File: config.mk
export PLATFORM = sky130hd
export DESIGN_NAME = j1_dbus_uart_tx_flat
export DESIGN_NICKNAME = d
export VERILOG_FILES = /design/src/rtl/j1_dbus_uart_tx_if.sv /design/src/rtl/j1_dbus_uart_tx.sv /design/src/flat_wrapper.sv
export SDC_FILE = /design/constraint.sdc
export NUM_CORES = 1
export LEC_CHECK = 0
export ABC_AREA = 1
export CORE_ASPECT_RATIO = 0.75
export CORE_MARGIN = 5
export CORE_UTILIZATION = 50
export DETAILED_ROUTE_END_ITERATION = 8
export PLACE_DENSITY_LB_ADDON = 0.1
export SLEW_MARGIN = 5
export SYNTH_ARGS = -nofsm -noshare
export SYNTH_HDL_FRONTEND = slang
export SYNTH_SLANG_ARGS = --single-unit
File: constraint.sdc
create_clock -name clk -period 7.8 [get_ports clk]
set_clock_uncertainty 0.05 [all_clocks]
set_input_delay 1.56 -clock clk [delete_from_list [all_inputs] [get_ports clk]]
set_output_delay 1.56 -clock clk [all_outputs]
set_load 0.05 [all_outputs]
File: src/rtl/j1_dbus_uart_tx_if.sv
// J1 data bus: the master drives address, strobes and write data.
// Each responder returns read data on dat_i, which is zero while it is not answering.
interface if_dbus;
    logic [15:0] adr;
    logic        re;
    logic        we;
    logic [15:0] dat_o;
    logic [15:0] dat_i;

    modport master (output adr, output re, output we, output dat_o, input dat_i);
    modport slave  (input adr, input re, input we, input dat_o, output dat_i);
endinterface

File: src/rtl/j1_dbus_uart_tx.sv
// Memory-mapped 8N1 UART transmitter on the J1 data bus.
// A transmit FIFO feeds a serializer that runs at BAUDDIV+1 clocks per bit.
module j1_dbus_uart_tx #(
    parameter logic [15:0] BASE_ADR   = 16'h3800,
    parameter int          FIFO_DEPTH = 16,
    parameter logic [15:0] BAUD_RST   = 16'd433
) (
    input  logic  clk,
    input  logic  reset,
    if_dbus.slave dbus,
    output logic  txd,
    output logic  irq
);

    localparam int AW = (FIFO_DEPTH > 1) ? $clog2(FIFO_DEPTH) : 1;
    localparam int CW = AW + 1;

    typedef enum logic [1:0] {IDLE, START, DATA, STOP} state_t;

    state_t          r_state;
    logic [15:0]     r_baud;
    logic [15:0]     r_bitCnt;
    logic [2:0]      r_bitIdx;
    logic [7:0]      r_shift;
    logic            r_txd;
    logic            r_irq;
    logic            r_overflow;
    logic [15:0]     r_datI;
    logic [7:0]      r_mem [FIFO_DEPTH];
    logic [AW-1:0]   r_wrPtr;
    logic [AW-1:0]   r_rdPtr;
    logic [CW-1:0]   r_count;

    logic            w_hit;
    logic            w_rd;
    logic            w_wr;
    logic            w_empty;
    logic            w_full;
    logic            w_bitEnd;
    logic            w_pop;
    logic            w_wrTx;
    logic            w_push;
    logic            w_drop;
    logic [15:0]     w_status;
    logic [15:0]     w_rdVal;

    assign w_hit    = (dbus.adr[15:2] == BASE_ADR[15:2]);
    assign w_rd     = dbus.re && w_hit;
    assign w_wr     = dbus.we && w_hit;
    assign w_empty  = (r_count == '0);
    assign w_full   = (r_count == CW'(FIFO_DEPTH));
    assign w_bitEnd = (r_bitCnt == 16'd0);

    // The serializer pops either from idle or at the end of a stop bit for back-to-back frames.
    assign w_pop    = !w_empty && ((r_state == IDLE) || ((r_state == STOP) && w_bitEnd));
    assign w_wrTx   = w_wr && (dbus.adr[1:0] == 2'd0);
    assign w_push   = w_wrTx && (!w_full || w_pop);
    assign w_drop   = w_wrTx && !w_push;

    assign w_status = {1'b0, 7'(r_count), 4'b0000, r_overflow, w_empty, w_full, (r_state != IDLE)};

    always_comb begin
        w_rdVal = 16'h0000;
        case (dbus.adr[1:0])
            2'd1:    w_rdVal = w_status;
            2'd2:    w_rdVal = r_baud;
            default: w_rdVal = 16'h0000;
        endcase
    end

    // Register file and read port; dat_i only carries data in the cycle after a hitting read.
    always_ff @(posedge clk or posedge reset) begin
        if (reset) begin
            r_baud     <= BAUD_RST;
            r_datI     <= 16'h0000;
            r_overflow <= 1'b0;
        end else begin
            if (w_wr && (dbus.adr[1:0] == 2'd2)) begin
                r_baud <= dbus.dat_o;
            end
            r_datI <= w_rd ? w_rdVal : 16'h0000;
            if (w_drop) begin
                r_overflow <= 1'b1;
            end else if (w_rd && (dbus.adr[1:0] == 2'd1)) begin
                r_overflow <= 1'b0;
            end
        end
    end

    always_ff @(posedge clk) begin
        if (w_push) begin
            r_mem[r_wrPtr] <= dbus.dat_o[7:0];
        end
    end

    // Pointers wrap naturally because the depth is a power of two.
    always_ff @(posedge clk or posedge reset) begin
        if (reset) begin
            r_wrPtr <= '0;
            r_rdPtr <= '0;
            r_count <= '0;
        end else begin
            if (w_push) begin
                r_wrPtr <= r_wrPtr + 1'b1;
            end
            if (w_pop) begin
                r_rdPtr <= r_rdPtr + 1'b1;
            end
            case ({w_push, w_pop})
                2'b10:   r_count <= r_count + 1'b1;
                2'b01:   r_count <= r_count - 1'b1;
                default: r_count <= r_count;
            endcase
        end
    end

    // Bit counter reloads from r_baud only at bit boundaries, so divider writes never disturb a bit.
    always_ff @(posedge clk or posedge reset) begin
        if (reset) begin
            r_state  <= IDLE;
            r_bitCnt <= 16'd0;
            r_bitIdx <= 3'd0;
            r_shift  <= 8'h00;
            r_txd    <= 1'b1;
        end else begin
            case (r_state)
                IDLE: begin
                    r_txd <= 1'b1;
                    if (w_pop) begin
                        r_shift  <= r_mem[r_rdPtr];
                        r_bitCnt <= r_baud;
                        r_txd    <= 1'b0;
                        r_state  <= START;
                    end
                end
                START: begin
                    if (w_bitEnd) begin
                        r_bitCnt <= r_baud;
                        r_bitIdx <= 3'd0;
                        r_txd    <= r_shift[0];
                        r_state  <= DATA;
                    end else begin
                        r_bitCnt <= r_bitCnt - 16'd1;
                    end
                end
                DATA: begin
                    if (w_bitEnd) begin
                        r_bitCnt <= r_baud;
                        if (r_bitIdx == 3'd7) begin
                            r_txd   <= 1'b1;
                            r_state <= STOP;
                        end else begin
                            r_shift  <= r_shift >> 1;
                            r_txd    <= r_shift[1];
                            r_bitIdx <= r_bitIdx + 3'd1;
                        end
                    end else begin
                        r_bitCnt <= r_bitCnt - 16'd1;
                    end
                end
                STOP: begin
                    if (w_bitEnd) begin
                        if (w_pop) begin
                            r_shift  <= r_mem[r_rdPtr];
                            r_bitCnt <= r_baud;
                            r_txd    <= 1'b0;
                            r_state  <= START;
                        end else begin
                            r_txd   <= 1'b1;
                            r_state <= IDLE;
                        end
                    end else begin
                        r_bitCnt <= r_bitCnt - 16'd1;
                    end
                end
                default: begin
                    r_txd   <= 1'b1;
                    r_state <= IDLE;
                end
            endcase
        end
    end

    always_ff @(posedge clk or posedge reset) begin
        if (reset) begin
            r_irq <= 1'b1;
        end else begin
            r_irq <= w_empty && (r_state == IDLE);
        end
    end

    assign dbus.dat_i = r_datI;
    assign txd        = r_txd;
    assign irq        = r_irq;

endmodule

File: src/flat_wrapper.sv
// flat-port wrapper written by rule: the top's interface ports become plain ports
module j1_dbus_uart_tx_flat 
#(
    parameter logic [15:0] BASE_ADR   = 16'h3800,
    parameter int          FIFO_DEPTH = 16,
    parameter logic [15:0] BAUD_RST   = 16'd433
)
  (clk, reset, txd, irq, dbus_adr, dbus_re, dbus_we, dbus_dat_o, dbus_dat_i);
  if_dbus dbus_i ();
  input  logic clk;
  input  logic reset;
  output logic txd;
  output logic irq;
  input wire logic [$bits(dbus_i.adr)-1:0] dbus_adr;
  input wire logic [$bits(dbus_i.re)-1:0] dbus_re;
  input wire logic [$bits(dbus_i.we)-1:0] dbus_we;
  input wire logic [$bits(dbus_i.dat_o)-1:0] dbus_dat_o;
  output wire logic [$bits(dbus_i.dat_i)-1:0] dbus_dat_i;
  assign dbus_i.adr = dbus_adr;
  assign dbus_i.re = dbus_re;
  assign dbus_i.we = dbus_we;
  assign dbus_i.dat_o = dbus_dat_o;
  assign dbus_dat_i = dbus_i.dat_i;
  j1_dbus_uart_tx #(.BASE_ADR(BASE_ADR), .FIFO_DEPTH(FIFO_DEPTH), .BAUD_RST(BAUD_RST)) u_core (.clk(clk), .reset(reset), .dbus(dbus_i), .txd(txd), .irq(irq));
endmodule
==> metrics.txt, run 1 <==
# TYPE chip_impl_metric gauge
chip_impl_metric{name="first_pass_detailed_route_iteration_total",unit=""} 5
chip_impl_metric{name="clock_path_buffers",unit=""} 3
chip_impl_metric{name="total_leakage_power",unit="nW"} 4.30
chip_impl_metric{name="final-setup-viol-count",unit=""} 0
chip_impl_info{name="hold_path.startpoint",value="u_core.r_shift[2]$_DFFE_PP0P_"} 1
chip_impl_info{name="crit_type",value="input pin to register"} 1
chip_impl_metric{name="rows",unit=""} 43
chip_impl_metric{name="global_route.overflow_total",unit=""} 0
chip_impl_metric{name="power.share.clock",unit="%"} 32.7
chip_impl_info{name="run_status",value="finished, final reports clean"} 1
chip_impl_info{name="yosysTopAreaCell",value="sky130_fd_sc_hd__edfxtp_1"} 1
chip_impl_metric{name="timing.critical_path.required",unit="ns"} 8.15
chip_impl_info{name="end_kind",value="register"} 1
chip_impl_metric{name="pin_count",unit=""} 54
chip_impl_metric{name="count_of_flip_flops_with_a_built_in_enable_after_synthesis",unit=""} 128
chip_impl_metric{name="worst_path_largest_cell_delay",unit="ns"} 0.46
chip_impl_metric{name="die_area",unit="µm²"} 21500
chip_impl_metric{name="postLayoutCoreUtil",unit="%"} 58.9
chip_impl_metric{name="mappedNetlistNets",unit=""} 1002
chip_impl_metric{name="synth_area",unit="µm²"} 9340
chip_impl_metric{name="path_max_fanout",unit=""} 5
chip_impl_metric{name="unique_masters_post_synth",unit=""} 42
chip_impl_metric{name="fraction_of_the_yosys_area_taken_by_sequential_cells",unit="%"} 61.9
chip_impl_metric{name="fraction_of_post_synthesis_cell_area_in_the_top_cell_type_by_area",unit="%"} 41.2
chip_impl_metric{name="final_area",unit="µm²"} 10800
chip_impl_metric{name="max_slew_vio_count",unit=""} 0
chip_impl_info{name="rsz0062_at_grt",value="false"} 1
chip_impl_metric{name="htreeDepth",unit=""} 1
chip_impl_info{name="yosys-top-cells-area",value="sky130_fd_sc_hd__edfxtp_1 (41%), sky130_fd_sc_hd__dfrtp_1 (19%), sky130_fd_sc_hd__nand2_1 (8.6%)"} 1
chip_impl_metric{name="ant_nets",unit=""} 0
chip_impl_metric{name="first_iter_violations",unit=""} 667
chip_impl_metric{name="numCtsBuffers",unit=""} 21
chip_impl_metric{name="antennaDiodeCount",unit=""} 0
chip_impl_metric{name="layout.cells.non_filler",unit=""} 1254
chip_impl_metric{name="reg2reg_slack",unit="ns"} 4.79
chip_impl_metric{name="fp.coreArea",unit="µm²"} 18400
chip_impl_info{name="most_used_cells_in_the_layout_excluding_fill_and_tap_cells",value="sky130_fd_sc_hd__nand2_1 (215), sky130_fd_sc_hd__edfxtp_1 (128), sky130_fd_sc_hd__nor2_1 (116), sky130_fd_sc_hd__o21ai_0 (91), sky130_fd_sc_hd__inv_1 (72)"} 1
chip_impl_info{name="timing.rr.end",value="u_core.r_shift[1]$_DFFE_PP0P_"} 1
chip_impl_metric{name="dp_hpwl",unit="µm"} 15300
chip_impl_metric{name="r2r.worst_path.cells",unit=""} 8
chip_impl_metric{name="die_width",unit="µm"} 168
chip_impl_metric{name="number_of_buffers_and_inverters_on_the_critical_path",unit=""} 4
chip_impl_metric{name="port_buffers",unit=""} 53
chip_impl_metric{name="grt_pass1_vias",unit=""} 6531
chip_impl_metric{name="report.power.total",unit="mW"} 3.41
chip_impl_metric{name="critical_path_data_arrival_time",unit="ns"} 3.97
chip_impl_metric{name="cts.clk_slew.worst_paths",unit="ns"} 0.06
chip_impl_metric{name="power.switching_fraction",unit="%"} 34.2
chip_impl_metric{name="sum_of_negative_setup_slack",unit="ns"} 0
chip_impl_metric{name="finalNetCount",unit=""} 1048
chip_impl_metric{name="synthesis.instances",unit=""} 946
chip_impl_metric{name="power.combinational.fraction",unit="%"} 28.3
chip_impl_metric{name="pwr-share-seq",unit="%"} 39.0
chip_impl_metric{name="wl",unit="µm"} 23100
chip_impl_metric{name="dp_slack",unit="ns"} 3.64
chip_impl_metric{name="layout_setup_ws",unit="ns"} 4.18
chip_impl_info{name="crit-reg2reg-launch",value="u_core.r_rdPtr[0]$_DFFE_PP0P_"} 1
chip_impl_metric{name="routed_via_density",unit=""} 5.47
chip_impl_metric{name="power.density",unit="nW/µm²"} 315
chip_impl_metric{name="cts_repair_resize_count",unit=""} 0
chip_impl_metric{name="gp_routability_congestion",unit=""} 0.859
chip_impl_metric{name="post_drt_wl_per_cell",unit="µm"} 18.4
chip_impl_metric{name="grt_pass1_wl",unit="µm"} 36500
chip_impl_metric{name="placed_cell_area",unit="µm²"} 10100
chip_impl_info{name="critical-path-top-cell-by-count",value="sky130_fd_sc_hd__nand2_1"} 1
chip_impl_metric{name="synth-seq-cells",unit=""} 205
chip_impl_info{name="critical-path-top-delay-family",value="simple AND/OR/NAND/NOR gates"} 1
chip_impl_metric{name="antenna_found_initial",unit=""} 0
chip_impl_metric{name="insertion_delay",unit="ns"} 0.50
chip_impl_info{name="postSynth.topFlopCell",value="sky130_fd_sc_hd__edfxtp_1"} 1
chip_impl_metric{name="routed-via-count",unit=""} 6858
chip_impl_metric{name="hold_buffers",unit=""} 0
chip_impl_metric{name="syn_to_final_growth",unit="%"} 16.0
chip_impl_metric{name="initial_core_util",unit="%"} 50.7
chip_impl_metric{name="avgSynthCellArea",unit="µm²"} 9.87
chip_impl_metric{name="intPower",unit="mW"} 2.25
chip_impl_metric{name="switching_power",unit="mW"} 1.17
chip_impl_metric{name="track_usage",unit="%"} 21.5
chip_impl_metric{name="period_share",unit="%"} 46.4
chip_impl_metric{name="drv_cap",unit=""} 0
chip_impl_info{name="crit_chain",value="clkdlybuf4s50_1 -> inv_1 -> nor2_1 -> nand2_1 -> nor2_1 -> nand4_1 -> nand3_1 -> inv_1 -> ha_1 -> nand2_1 -> o21ai_0 -> nand3_1 -> nand2_1 -> nand3_1 -> nand2_1 -> inv_1"} 1
chip_impl_metric{name="tightestPinTransition",unit="ns"} 1.05
chip_impl_info{name="hold_path_end",value="u_core.r_shift[2]$_DFFE_PP0P_"} 1
chip_impl_metric{name="power.ir.vdd_worst",unit="µV"} 250
chip_impl_metric{name="fmax",unit="GHz"} 0.276
chip_impl_metric{name="pin_count_of_the_biggest_net_entering_global_routing",unit=""} 78
chip_impl_metric{name="post_cts_buffers",unit=""} 0
chip_impl_metric{name="post-place-cells",unit=""} 1216
chip_impl_metric{name="synth.yosys.warnings",unit=""} 0
chip_impl_metric{name="cts_num_sinks",unit=""} 205
chip_impl_metric{name="layout-drive-gt1-share",unit="%"} 6.85
chip_impl_info{name="min-delay-path-class",value="register to register"} 1
chip_impl_metric{name="drt_drc_violations_left",unit=""} 0
chip_impl_metric{name="timing_hold_violations_final",unit=""} 0
chip_impl_info{name="tritoncts",value="yes"} 1
chip_impl_metric{name="die_h",unit="µm"} 128
chip_impl_metric{name="max-slew-margin-rel",unit="%"} 30.0
chip_impl_info{name="slowest_stage",value="sky130_fd_sc_hd__clkdlybuf4s50_1"} 1
chip_impl_info{name="critical_path.startpoint_type",value="input pin"} 1
chip_impl_metric{name="min_period",unit="ns"} 3.62
chip_impl_metric{name="final_worst_hold_slack",unit="ns"} 0.434
chip_impl_info{name="layout_commonest_cell",value="sky130_fd_sc_hd__nand2_1"} 1
chip_impl_metric{name="synthArstFlopShare",unit="%"} 37.6
chip_impl_info{name="cts_root_buf",value="sky130_fd_sc_hd__clkbuf_16"} 1
chip_impl_metric{name="min_delay_path_depth",unit=""} 2
## state kept, by name, indices dropped and copies added (netlist names)
name	cells
u_core.r_mem	128
u_core.dbus.dat_i	16
u_core.r_baud	16
u_core.r_bitCnt	16
u_core.r_shift	8
u_core.r_count	5
u_core.r_rdPtr	4
u_core.r_wrPtr	4
u_core.r_bitIdx	3
u_core.r_state	2
u_core.irq	1
u_core.r_overflow	1
u_core.txd	1
## synth_stat cells, types with 2 or more instances
cell / count
sky130_fd_sc_hd__inv_1: 73
sky130_fd_sc_hd__nand2_1: 215
sky130_fd_sc_hd__inv_2: 4
sky130_fd_sc_hd__clkinv_1: 2
sky130_fd_sc_hd__o211ai_1: 20
sky130_fd_sc_hd__nand3_1: 52
sky130_fd_sc_hd__xnor2_1: 2
sky130_fd_sc_hd__buf_2: 10
sky130_fd_sc_hd__nor2_1: 116
sky130_fd_sc_hd__nor2_2: 4
sky130_fd_sc_hd__xor2_1: 11
sky130_fd_sc_hd__nand2_2: 4
sky130_fd_sc_hd__o21ai_0: 91
sky130_fd_sc_hd__dfstp_2: 7
sky130_fd_sc_hd__a22oi_1: 3
sky130_fd_sc_hd__a21oi_1: 33
sky130_fd_sc_hd__o22ai_1: 8
sky130_fd_sc_hd__nand3_2: 3
sky130_fd_sc_hd__o221ai_1: 4
sky130_fd_sc_hd__o21ai_1: 11
sky130_fd_sc_hd__nand4_1: 6
sky130_fd_sc_hd__edfxtp_1: 128
sky130_fd_sc_hd__clkbuf_1: 19
sky130_fd_sc_hd__a31oi_1: 3
sky130_fd_sc_hd__dfrtp_1: 70
sky130_fd_sc_hd__ha_1: 19
sky130_fd_sc_hd__or2_2: 4
sky130_fd_sc_hd__nor3_1: 8
sky130_fd_sc_hd__buf_1: 3
## power by group through the flow
stage | sequential (mW) | clock (mW) | combinational (mW)
floorplan | 1.33 | 0 | 0.683
global placement | 1.35 | 0 | 0.945
detailed placement | 1.35 | 0 | 0.954
CTS | 1.33 | 1.13 | 0.960
global route | 1.34 | 1.18 | 1.09
finish | 1.33 | 1.12 | 0.967
## cells by family (layout without fill, tap and decap cells)
family | Yosys count | in the layout | synth area share, %
adders and majority gates | 20 | 20 | 2.76
buffers and inverters | 112 | 173 | 4.68
and+or+nand+nor | 419 | 419 | 18.8
AOI/OAI and AO/OA | 177 | 177 | 10.6
DFF | 205 | 205 | 61.9
xor gates and xnor gates | 13 | 13 | 1.22
## worst min-delay path: stages, from the launching register on
cell and delay, ns:
sky130_fd_sc_hd__dfrtp_1 0.34, sky130_fd_sc_hd__nand2_1 0.06, sky130_fd_sc_hd__nand2_1 0.05
## per-layer routing
metal / GRT usage, % / vias to the layer above / wire length [µm]
met1: 34.7 / 3294 / 11400
met2: 31.3 / 226 / 9850
li1: - / 3299 / -
met5: 0 / - / 0
met3: 3.16 / 39 / 1450
met4: 4.01 / 0 / 387
## how the worst max path moves through the flow
stage	slack, ns	startpoint	cells after the start	endpoint
finish	4.18	dbus_adr[11]	16	u_core.r_count[4]$_DFFE_PP0P_
global route	3.91	dbus_adr[11]	16	u_core.r_count[4]$_DFFE_PP0P_
CTS	4.16	dbus_adr[11]	11	u_core.r_mem[11][1]$_DFFE_PP_
detailed placement	3.64	dbus_adr[11]	11	u_core.r_mem[11][1]$_DFFE_PP_
global placement	3.69	dbus_adr[11]	11	u_core.r_mem[11][4]$_DFFE_PP_
floorplan	4.23	reset	1	u_core.dbus.dat_i[0]$_DFF_PP0_
## final cells by class
type	instances	area (µm²)
repair buffers	56	553
flip-flops and latches	205	5780
clock inverters	16	239
multi-input cells	629	3120
inverters	79	298
well taps	247	309
fillers	1624	7570
clock buffers	22	529
(Power assumes the default switching activity.)
==> run 2, diff against run 1 <==
clock period = 3 ns   (was 7.8 ns; I/O delays follow)
==> run 2 against run 1 <==
Global-route usage about the same. Critical path type is now register to register. Non-clock buffer count up 43. Clock power up 140%. First-iteration DRC count up 6.7%. Die area unchanged. Sequential share of layout area down 1.4 points. Register-to-register slack worse by 4.5 ns. Sequential power rose to 2.6 times the previous value. Count of clock-buffer cells in the layout up 2. Largest power group unchanged. Routed wire length down 0.97%.
==> metrics.txt, run 2 (same netlist as run 1, synthesis figures left out) <==
# TYPE chip_impl_metric gauge
chip_impl_metric{name="placed_cell_area",unit="µm²"} 10400
chip_impl_metric{name="timing_hold_violations_final",unit=""} 0
chip_impl_metric{name="period_share",unit="%"} 91.3
chip_impl_metric{name="critical_path_data_arrival_time",unit="ns"} 3.10
chip_impl_metric{name="drt_drc_violations_left",unit=""} 0
chip_impl_metric{name="pin_count",unit=""} 54
chip_impl_metric{name="fp.coreArea",unit="µm²"} 18400
chip_impl_metric{name="cts.clk_slew.worst_paths",unit="ns"} 0.06
chip_impl_metric{name="hold_buffers",unit=""} 0
chip_impl_metric{name="filler_cell_count",unit=""} 1623
chip_impl_metric{name="path_max_fanout",unit=""} 6
chip_impl_metric{name="first_iter_violations",unit=""} 712
chip_impl_info{name="critical-path-top-cell-by-count",value="sky130_fd_sc_hd__nand3_1"} 1
chip_impl_metric{name="final_area",unit="µm²"} 11100
chip_impl_metric{name="sum_of_negative_setup_slack",unit="ns"} 0
chip_impl_metric{name="reg2reg_slack",unit="ns"} 0.26
chip_impl_metric{name="initial_core_util",unit="%"} 50.7
chip_impl_metric{name="layout.cells.non_filler",unit=""} 1299
chip_impl_metric{name="numCtsBuffers",unit=""} 22
chip_impl_info{name="most_used_cells_in_the_layout_excluding_fill_and_tap_cells",value="sky130_fd_sc_hd__nand2_1 (215), sky130_fd_sc_hd__edfxtp_1 (128), sky130_fd_sc_hd__nor2_1 (116), sky130_fd_sc_hd__o21ai_0 (91), sky130_fd_sc_hd__inv_1 (72)"} 1
chip_impl_info{name="crit_path_start",value="u_core.r_bitCnt[0]$_DFF_PP0_"} 1
chip_impl_info{name="crit_type",value="register to register"} 1
chip_impl_metric{name="timing.critical_path.required",unit="ns"} 3.36
chip_impl_metric{name="power.ir.vdd_worst",unit="µV"} 512
chip_impl_info{name="end_kind",value="register"} 1
chip_impl_metric{name="routed_via_density",unit=""} 5.44
chip_impl_metric{name="max-slew-margin-rel",unit="%"} 45.5
chip_impl_info{name="registers.top_by_ff_count",value="u_core.r_mem"} 1
chip_impl_metric{name="post_drt_wl_per_cell",unit="µm"} 17.6
chip_impl_metric{name="layout-drive-gt1-share",unit="%"} 10.9
chip_impl_metric{name="antennaDiodeCount",unit=""} 0
chip_impl_metric{name="tightestPinTransition",unit="ns"} 0.815
chip_impl_info{name="rsz0062_at_grt",value="false"} 1
chip_impl_metric{name="die_area",unit="µm²"} 21500
chip_impl_metric{name="die_h",unit="µm"} 128
chip_impl_metric{name="routed-via-count",unit=""} 7065
chip_impl_metric{name="die_width",unit="µm"} 168
chip_impl_metric{name="track_usage",unit="%"} 21.5
chip_impl_info{name="crit_chain",value="inv_1 -> ha_1 -> nand2_2 -> nor2_4 -> nand3_2 -> nand2_2 -> nand3_1 -> fa_1 -> o21ai_0 -> nand3_1 -> nand2_1 -> nand3_1 -> nand2_1 -> inv_1"} 1
chip_impl_metric{name="pin_count_of_the_biggest_net_entering_global_routing",unit=""} 69
chip_impl_metric{name="global_route.overflow_total",unit=""} 0
chip_impl_metric{name="power.density",unit="nW/µm²"} 790
chip_impl_metric{name="htreeDepth",unit=""} 1
chip_impl_metric{name="grt_pass1_vias",unit=""} 6676
chip_impl_info{name="critical_path.endpoint",value="u_core.r_count[4]$_DFFE_PP0P_"} 1
chip_impl_metric{name="wl",unit="µm"} 22900
chip_impl_metric{name="cts_num_sinks",unit=""} 205
chip_impl_metric{name="r2r.worst_path.cells",unit=""} 14
chip_impl_info{name="crit-reg2reg-launch",value="u_core.r_bitCnt[0]$_DFF_PP0_"} 1
chip_impl_metric{name="dp_hpwl",unit="µm"} 15900
chip_impl_info{name="timing.rr.end",value="u_core.r_count[4]$_DFFE_PP0P_"} 1
chip_impl_metric{name="clock_path_buffers",unit=""} 3
chip_impl_metric{name="port_buffers",unit=""} 53
chip_impl_metric{name="cts_repair_resize_count",unit=""} 0
chip_impl_metric{name="syn_to_final_growth",unit="%"} 19.1
chip_impl_info{name="run_status",value="finished, final reports clean"} 1
chip_impl_metric{name="grt_pass1_wl",unit="µm"} 36700
chip_impl_metric{name="first_pass_detailed_route_iteration_total",unit=""} 5
chip_impl_metric{name="rows",unit=""} 43
chip_impl_info{name="critical_path.startpoint_type",value="register"} 1
chip_impl_info{name="cts_root_buf",value="sky130_fd_sc_hd__clkbuf_16"} 1
chip_impl_info{name="slowest_stage",value="sky130_fd_sc_hd__fa_1"} 1
chip_impl_metric{name="gp_routability_congestion",unit=""} 0.856
chip_impl_metric{name="insertion_delay",unit="ns"} 0.51
chip_impl_info{name="min-delay-path-class",value="input pin to async pin"} 1
chip_impl_metric{name="number_of_flip_flops_in_the_largest_register",unit=""} 128
chip_impl_metric{name="drv_cap",unit=""} 0
chip_impl_metric{name="antenna_found_initial",unit=""} 0
chip_impl_info{name="tritoncts",value="yes"} 1
chip_impl_metric{name="post-place-cells",unit=""} 1259
chip_impl_metric{name="total_leakage_power",unit="nW"} 4.49
chip_impl_metric{name="max_slew_vio_count",unit=""} 0
chip_impl_metric{name="min_period",unit="ns"} 2.74
chip_impl_metric{name="post_cts_buffers",unit=""} 0
chip_impl_metric{name="worst_path_largest_cell_delay",unit="ns"} 0.48
chip_impl_metric{name="ant_nets",unit=""} 0
chip_impl_metric{name="fmax",unit="GHz"} 0.365
chip_impl_metric{name="finalNetCount",unit=""} 1092
chip_impl_info{name="layout_commonest_cell",value="sky130_fd_sc_hd__nand2_1"} 1
chip_impl_metric{name="final-setup-viol-count",unit=""} 0
run 2: area by class of cell:
| class | count | area [µm²] | area share (%) |
|---|---|---|---|
| well taps | 247 | 309 | 2.78 |
| inverters | 79 | 298 | 2.68 |
| clock inverters | 16 | 154 | 1.38 |
| multi-input cells | 629 | 3120 | 28.1 |
| flip-flops and latches | 205 | 5780 | 52.0 |
| clock buffers | 24 | 558 | 5.02 |
| repair buffers | 99 | 901 | 8.10 |
run 2: per-layer routing:
layer  up-vias  wire length (µm)  GRT usage (%)
li1       3381                 -              -
met1      3431             11400           35.3
met2       223              9530           30.6
met3        30              1610           3.35
met4         0               347           3.72
met5         -                 0              0
run 2: worst min path at each step:
stage / start / depth (start not counted) / end
detailed placement: u_core.r_shift[3]$_DFFE_PP0P_ / 2 / u_core.r_shift[3]$_DFFE_PP0P_
global placement: u_core.r_shift[2]$_DFFE_PP0P_ / 2 / u_core.r_shift[2]$_DFFE_PP0P_
global route: u_core.r_shift[2]$_DFFE_PP0P_ / 2 / u_core.r_shift[2]$_DFFE_PP0P_
CTS: reset / 2 / u_core.r_bitCnt[8]$_DFF_PP0_
floorplan: u_core.r_shift[2]$_DFFE_PP0P_ / 2 / u_core.r_shift[2]$_DFFE_PP0P_
finish: reset / 2 / u_core.r_bitCnt[8]$_DFF_PP0_
run 2: worst max-delay path, delay by kind of cell (launching register included):
family / cells / cell delay (ns)
AO/OA/AOI/OAI: 1 / 0.27
adder cells (fa/ha/maj): 2 / 0.69
buffers and inverters: 2 / 0.15
flip-flops: 1 / 0.39
AND/OR/NAND/NOR: 9 / 1.09
run 2: where the power goes:
group          switching, mW  leakage, nW  internal, mW
Combinational           1.71         2.04         0.919
Clock                   1.14        0.333          1.53
Sequential             0.237         2.12          3.24
Total                   3.09         4.49          5.69
run 2: metrics by stage:
step	power (mW)	utilization [%]	hold WS [ns]	setup slack (ns)
global placement	6.10	56.6	0.408	0.0522
floorplan	5.24	-	0.392	0.395
finish	8.78	60.4	0.421	0.260
detailed placement	6.14	56.6	0.411	-0.0158
global route	9.31	60.4	0.440	0.0132
CTS	8.81	60.4	0.422	0.258
